==> src/rtl/ysyx_22051013_if_fetch.sv <==
// ---------------------------------------------------------------------------
// ysyx_22051013_if_fetch
//
// Instruction-fetch stage. Owns the architectural fetch PC, issues one
// instruction-memory request at a time, and presents each fetched word
// with its PC to the IF/ID pipeline register. The next PC comes from an
// EX redirect (highest priority), the branch predictor, or PC+4. Fetches
// made stale by a redirect are discarded when their response returns.
//
// Optional feature macro: YSYX_22051013_FETCH_ALIGN_CHK_EN
//   defined   : a misaligned fetch PC issues no request and produces a
//               fetch_misalign output slot instead.
//   undefined : pc[1:0] is ignored and fetch_misalign is tied to 0.
//
// Ports:
//   clk, rst             clock, asynchronous active-high reset
//   ifid_stall           IF/ID holding; current output not consumed
//   redirect_valid/pc    EX-stage redirect request and target
//   bpu_jump/target      predictor decision for the delivered instruction
//   imem_req_*           request channel (valid/ready, word address)
//   imem_rsp_*           response channel (valid, 32-bit instruction)
//   if_valid/inst/pc     registered output to IF/ID
//   fetch_misalign       misaligned-PC flag on the output slot
// ---------------------------------------------------------------------------
module ysyx_22051013_if_fetch #(
  parameter logic [63:0] RESET_PC = 64'h0000_0000_8000_0000
) (
  input  logic        clk,
  input  logic        rst,
  input  logic        ifid_stall,
  input  logic        redirect_valid,
  input  logic [63:0] redirect_pc,
  input  logic        bpu_jump,
  input  logic [63:0] bpu_target,
  output logic        imem_req_valid,
  input  logic        imem_req_ready,
  output logic [63:0] imem_req_addr,
  input  logic        imem_rsp_valid,
  input  logic [31:0] imem_rsp_data,
  output logic        if_valid,
  output logic [31:0] if_inst,
  output logic [63:0] if_pc,
  output logic        fetch_misalign
);

  typedef enum logic [1:0] {
    S_REQ  = 2'd0,
    S_WAIT = 2'd1,
    S_OUT  = 2'd2
  } state_t;

  state_t      r_state;
  state_t      w_stateNext;
  logic [63:0] r_pc;
  logic [63:0] w_pcNext;
  logic        r_drop;
  logic        w_dropNext;
  logic        r_ifValid;
  logic        w_ifValidNext;
  logic [31:0] r_ifInst;
  logic [31:0] w_ifInstNext;
  logic [63:0] r_ifPc;
  logic [63:0] w_ifPcNext;
  logic        w_misalignNext;
`ifdef YSYX_22051013_FETCH_ALIGN_CHK_EN
  logic        r_misalign;
`endif

  // A request is only offered from REQ and is suppressed by a redirect in
  // the same cycle, so the old PC is never sent once EX has overridden it.
`ifdef YSYX_22051013_FETCH_ALIGN_CHK_EN
  assign imem_req_valid = (r_state == S_REQ) && !redirect_valid && (r_pc[1:0] == 2'b00);
  assign fetch_misalign = r_misalign;
`else
  assign imem_req_valid = (r_state == S_REQ) && !redirect_valid;
  assign fetch_misalign = 1'b0;
`endif
  assign imem_req_addr = {r_pc[63:2], 2'b00};
  assign if_valid      = r_ifValid;
  assign if_inst       = r_ifInst;
  assign if_pc         = r_ifPc;

  // Next-state and next-output logic. Every register holds by default;
  // each state only overrides what actually changes. Redirect is checked
  // first everywhere so it wins over responses, consumes and the predictor.
  always_comb begin
    w_stateNext    = r_state;
    w_pcNext       = r_pc;
    w_dropNext     = r_drop;
    w_ifValidNext  = r_ifValid;
    w_ifInstNext   = r_ifInst;
    w_ifPcNext     = r_ifPc;
`ifdef YSYX_22051013_FETCH_ALIGN_CHK_EN
    w_misalignNext = r_misalign;
`else
    w_misalignNext = 1'b0;
`endif
    unique case (r_state)
      S_REQ: begin
        if (redirect_valid) begin
          w_pcNext = redirect_pc;
`ifdef YSYX_22051013_FETCH_ALIGN_CHK_EN
        end else if (r_pc[1:0] != 2'b00) begin
          // Misaligned PC: skip memory and hand an exception slot to IF/ID.
          w_misalignNext = 1'b1;
          w_ifValidNext  = 1'b1;
          w_ifInstNext   = 32'd0;
          w_ifPcNext     = r_pc;
          w_stateNext    = S_OUT;
`endif
        end else if (imem_req_ready) begin
          w_stateNext = S_WAIT;
        end
      end
      S_WAIT: begin
        if (imem_rsp_valid) begin
          if (r_drop || redirect_valid) begin
            // Stale response: throw it away. pc already holds the earlier
            // redirect target unless a fresh redirect arrives now.
            w_dropNext  = 1'b0;
            w_stateNext = S_REQ;
            if (redirect_valid) begin
              w_pcNext = redirect_pc;
            end
          end else begin
            w_ifInstNext  = imem_rsp_data;
            w_ifPcNext    = r_pc;
            w_ifValidNext = 1'b1;
            w_stateNext   = S_OUT;
          end
        end else if (redirect_valid) begin
          // The request cannot be cancelled at memory, so remember to drop it.
          w_pcNext   = redirect_pc;
          w_dropNext = 1'b1;
        end
      end
      S_OUT: begin
        if (redirect_valid || !ifid_stall) begin
          w_pcNext       = redirect_valid ? redirect_pc
                         : (bpu_jump ? bpu_target : r_pc + 64'd4);
          w_ifValidNext  = 1'b0;
          w_ifInstNext   = 32'd0;
          w_ifPcNext     = 64'd0;
          w_misalignNext = 1'b0;
          w_stateNext    = S_REQ;
        end
      end
      default: begin
        w_stateNext = S_REQ;
      end
    endcase
  end

  // State and output registers; reset returns to fetching RESET_PC.
  always_ff @(posedge clk or posedge rst) begin
    if (rst) begin
      r_state   <= S_REQ;
      r_pc      <= RESET_PC;
      r_drop    <= 1'b0;
      r_ifValid <= 1'b0;
      r_ifInst  <= 32'd0;
      r_ifPc    <= 64'd0;
    end else begin
      r_state   <= w_stateNext;
      r_pc      <= w_pcNext;
      r_drop    <= w_dropNext;
      r_ifValid <= w_ifValidNext;
      r_ifInst  <= w_ifInstNext;
      r_ifPc    <= w_ifPcNext;
    end
  end

`ifdef YSYX_22051013_FETCH_ALIGN_CHK_EN
  // Misalign flag lives beside the output slot it describes.
  always_ff @(posedge clk or posedge rst) begin
    if (rst) begin
      r_misalign <= 1'b0;
    end else begin
      r_misalign <= w_misalignNext;
    end
  end
`else
  logic w_unusedMisalign;
  assign w_unusedMisalign = w_misalignNext;
`endif

endmodule

==> config.mk <==
export PLATFORM = sky130hd
export DESIGN_NAME = ysyx_22051013_if_fetch
export DESIGN_NICKNAME = d
export VERILOG_FILES = /design/src/rtl/ysyx_22051013_if_fetch.sv
export SDC_FILE = /design/constraint.sdc
export NUM_CORES = 1
export LEC_CHECK = 0
export CORE_MARGIN = 2
export CORE_UTILIZATION = 46
export DETAILED_ROUTE_END_ITERATION = 6
export HOLD_SLACK_MARGIN = 0.02
export PLACE_DENSITY = 0.83
export SYNTH_ARGS = -nofsm -noshare
export SYNTH_HDL_FRONTEND = slang
export SYNTH_SLANG_ARGS = --single-unit
==> constraint.sdc <==
create_clock -name clk -period 8 [get_ports clk]
set_clock_uncertainty 0.1 [all_clocks]
set_input_delay 1.6 -clock clk [delete_from_list [all_inputs] [get_ports clk]]
set_output_delay 1.6 -clock clk [all_outputs]
set_load 0.01 [all_outputs]
==> flow_metrics.py <==
metrics = {
    "run_status": {
        "outcome": "completed",
    },
    "logic_synthesis": {
        "synth_edf_count": 0,
        "synth_top_cells_by_area": "sky130_fd_sc_hd__dfrtp_1 43%, sky130_fd_sc_hd__nand2_1 11%, sky130_fd_sc_hd__o21ai_0 8.2%, sky130_fd_sc_hd__buf_4 5.2%, sky130_fd_sc_hd__a21oi_1 4.3%",
        "synth_top_area_cell": "sky130_fd_sc_hd__dfrtp_1",
        "yosysWarnings": 0,
        "ys_dominant_reg_cell": "sky130_fd_sc_hd__dfrtp_1",
        "synth.distinct_cells": 62,
        "proportion_of_register_bits_with_asynchronous_set_or_reset_after_synthesis_pct": 100.0,
        "synthCells": 1167,
        "synth-seq-area-share_pct": 43.60,
        "avgSynthCellArea_sq_um": 8.068,
        "synth-seq-cells": 164,
        "post-synth-top-area-fraction_pct": 43.32,
        "syn_area_sq_um": 9415,
    },
    "place": {
        "half_perimeter_wire_length_after_detailed_placement_um": 21310,
        "post_dp_cell_area_sq_um": 12300,
        "routabilityCongestion": 0.8431,
        "port_buffers": 326,
    },
    "floorplanning": {
        "core_area_sq_um": 20170,
        "initial_core_util_pct": 46.68,
        "io-pin-count": 330,
        "rows": 52,
        "floorplan.die.width_um": 147.1,
        "chipHeight_um": 147.1,
        "die_area_sq_um": 21630,
    },
    "finish": {
        "commonest_non_fill_non_tap_cell_in_the_layout": "sky130_fd_sc_hd__clkdlybuf4s50_1",
        "area_growth_syn_to_layout_pct": 36.88,
        "layout.cells.most_common_list": "325 x sky130_fd_sc_hd__clkdlybuf4s50_1, 265 x sky130_fd_sc_hd__nand2_1, 163 x sky130_fd_sc_hd__dfrtp_1",
        "num-nets-final": 1541,
        "post_layout_instance_area_sq_um": 12890,
        "layout-drive-gt1-share_pct": 4.906,
        "final_util_pct": 63.90,
    },
    "power_and_ir_drop": {
        "net-switching-power_mw": 1.101,
        "power.density_cell_area_nw_per_um2": 256.5,
        "combPwrFrac_pct": 35.2,
        "fin_total_pwr_mw": 3.306,
        "p_int_mw": 2.204,
        "seq_power_share_pct": 39.6,
        "power_leakage_nw": 5.148,
        "netSwitchingFraction_pct": 33.31,
        "part_of_the_total_power_dissipated_in_the_clock_network_pct": 25.1,
        "power.ir.vdd_worst_v": 0.0001471,
    },
    "detailed_routing": {
        "dr.first_iter.drc_count": 615,
        "drc": 0,
        "via_count": 9506,
        "ant_nets": 0,
        "drt-pass1-iter-count": 5,
        "route.detailed.vias_per_inst": 5.737,
        "totalWireLength_um": 31160,
        "post_drt_wl_per_cell_um": 18.80,
    },
    "global_routing": {
        "grt_first_pass_wirelength_um": 49420,
        "antenna_found_initial": 1,
        "first_global_vias": 9421,
        "grt_util_all_layers_pct": 28.41,
        "global_route.overflow_total": 0,
        "grt_start_max_net_pins": 102,
    },
    "critical_path": {
        "timing.critical_path.slowest_cell_delay_ns": 0.64,
        "start_kind": "input port",
        "critPathMostFrequentCell": "sky130_fd_sc_hd__clkdlybuf4s50_1",
        "worst-endpoint-arrival_ns": 3.05,
        "path_class": "input port to output pin",
        "cp-end-kind": "output pin",
        "slowest_stage": "sky130_fd_sc_hd__clkdlybuf4s50_1",
        "crit_path_cell_chain": "clkdlybuf4s50_1 -> nor3_1 -> clkdlybuf4s50_1",
        "critical_path_peak_fanout": 10,
        "reg2reg_slack_ns": 5.12,
        "crit_required_ns": 6.30,
    },
    "clock_network": {
        "cts.root.buffer_cell": "sky130_fd_sc_hd__clkbuf_16",
        "cts.repair.resized": 0,
        "cts.path.max_buffers": 2,
        "post-cts-setup-buffer-count": 0,
        "cts_tree": "yes",
        "clock_latency_ns": 0.43,
        "clock_sink_count": 164,
        "numCtsBuffers": 17,
        "cts-htree-levels": 4,
        "worst_setup_hold_path_clk_slew_ns": 0.07,
        "post_cts_hold_buffer_count": 0,
    },
    "sta": {
        "period_minus_slack_ns": 4.749,
        "final-hold-violation-count": 0,
        "highest_clock_rate_ghz": 0.2106,
        "setup_total_negative_slack_ns": 0,
        "worst_pin_slew_ns": 1.033,
        "layout_worst_path_cycle_share_pct": 59.37,
        "setup-violations-final": 0,
        "setup_repair_after_global_routing_missed_its_margin": "no",
        "slew_headroom_pct": 31.14,
        "worst_hold_slack_ns": 0.3908,
        "timing.final.max_slew_violations": 0,
    },
    "worst_hold_path": {
        "timing.hold.worst.class": "flop to flop",
    },
    "run": {
        "number_of_max_capacitance_violations_reported": 0,
    },
}
## metrics by stage
step                instances  worst slack (ns)
floorplan                1169             1.868
global placement         1624             3.276
finish                   1657             3.251
global route             1657             3.121
detailed placement       1624             3.254
CTS                      1656             3.252
## critical path: cells and delay by family
| family | cells | cell delay, ns |
|---|---|---|
| buffers and inverters | 2 | 1.20 |
| AND/OR/NAND/NOR | 1 | 0.24 |
## kinds of logic (layout without fill, tap and decap cells)
logic type | Yosys count | after routing | share of synthesized area [%]
other cells | 1 | 4 | 0.03983
buf+inv | 162 | 379 | 9.209
mux | 8 | 8 | 0.8505
flops | 164 | 164 | 43.60
fa+ha+maj | 1 | 1 | 0.1329
compound gates | 320 | 320 | 19.53
xor+xnor | 34 | 34 | 3.163
simple gates | 477 | 477 | 23.47
## routing by layer
metal / up-vias / part of all wire (%) / track usage [%]
met3: 52 / 8.0 / 5.373
met1: 4579 / 41 / 37.12
met4: 0 / 2.1 / 9.375
met5: - / 0 / 0
li1: 4425 / - / -
met2: 450 / 49 / 47.76
## worst paths after layout
path / startpoint / end / cells past startpoint
max in group asynchronous: rst / if_pc[62] / 3
min in group asynchronous: rst / if_inst[7] / 2
setup / recovery: redirect_valid / imem_req_valid / 3
hold / removal: if_valid / if_valid / 1
hold reg to reg: if_valid / if_valid / 1
setup reg to reg: r_pc[4] / r_pc[61] / 6
## cells in the mapped netlist (all sizes together), types with 8 or more instances
cell type,instances
a21oi,81
a221oi,13
a31oi,14
and3,28
and4,11
buf,81
clkbuf,71
dfrtp,163
inv,10
mux2i,8
nand2,265
nand3,37
nand4,26
nor2,59
nor3,20
o211ai,8
o21ai,155
o22ai,10
or3,10
xnor2,17
xor2,17
## sequential cells by signal, indices dropped and copies added (netlist names)
name / flops
r_state: 2
if_inst: 32
r_drop: 1
r_pc: 64
if_pc: 64
if_valid: 1
## final cells by class
class	instances	area, sq um
Fill cell	1671	7282
Multi-Input combinational cell	843	4476
Sequential cell	164	4105
Timing Repair Buffer	337	3341
Clock buffer	17	425.4
Tap cell	270	337.8
Clock inverter	15	157.7
Inverter	10	42.54
Antenna cell	1	2.502
## power groups by stage
stage | clock [mW] | sequential (mW) | combinational, mW
2_1_floorplan | 0 | 1.38 | 0.418
3_3_place_gp | 0 | 1.31 | 1.14
3_5_place_dp | 0 | 1.32 | 1.17
4_1_cts | 0.842 | 1.31 | 1.17
5_1_grt | 0.876 | 1.35 | 1.27
6_report | 0.831 | 1.31 | 1.16
No activity file was read; power rests on OpenSTA's default activity.
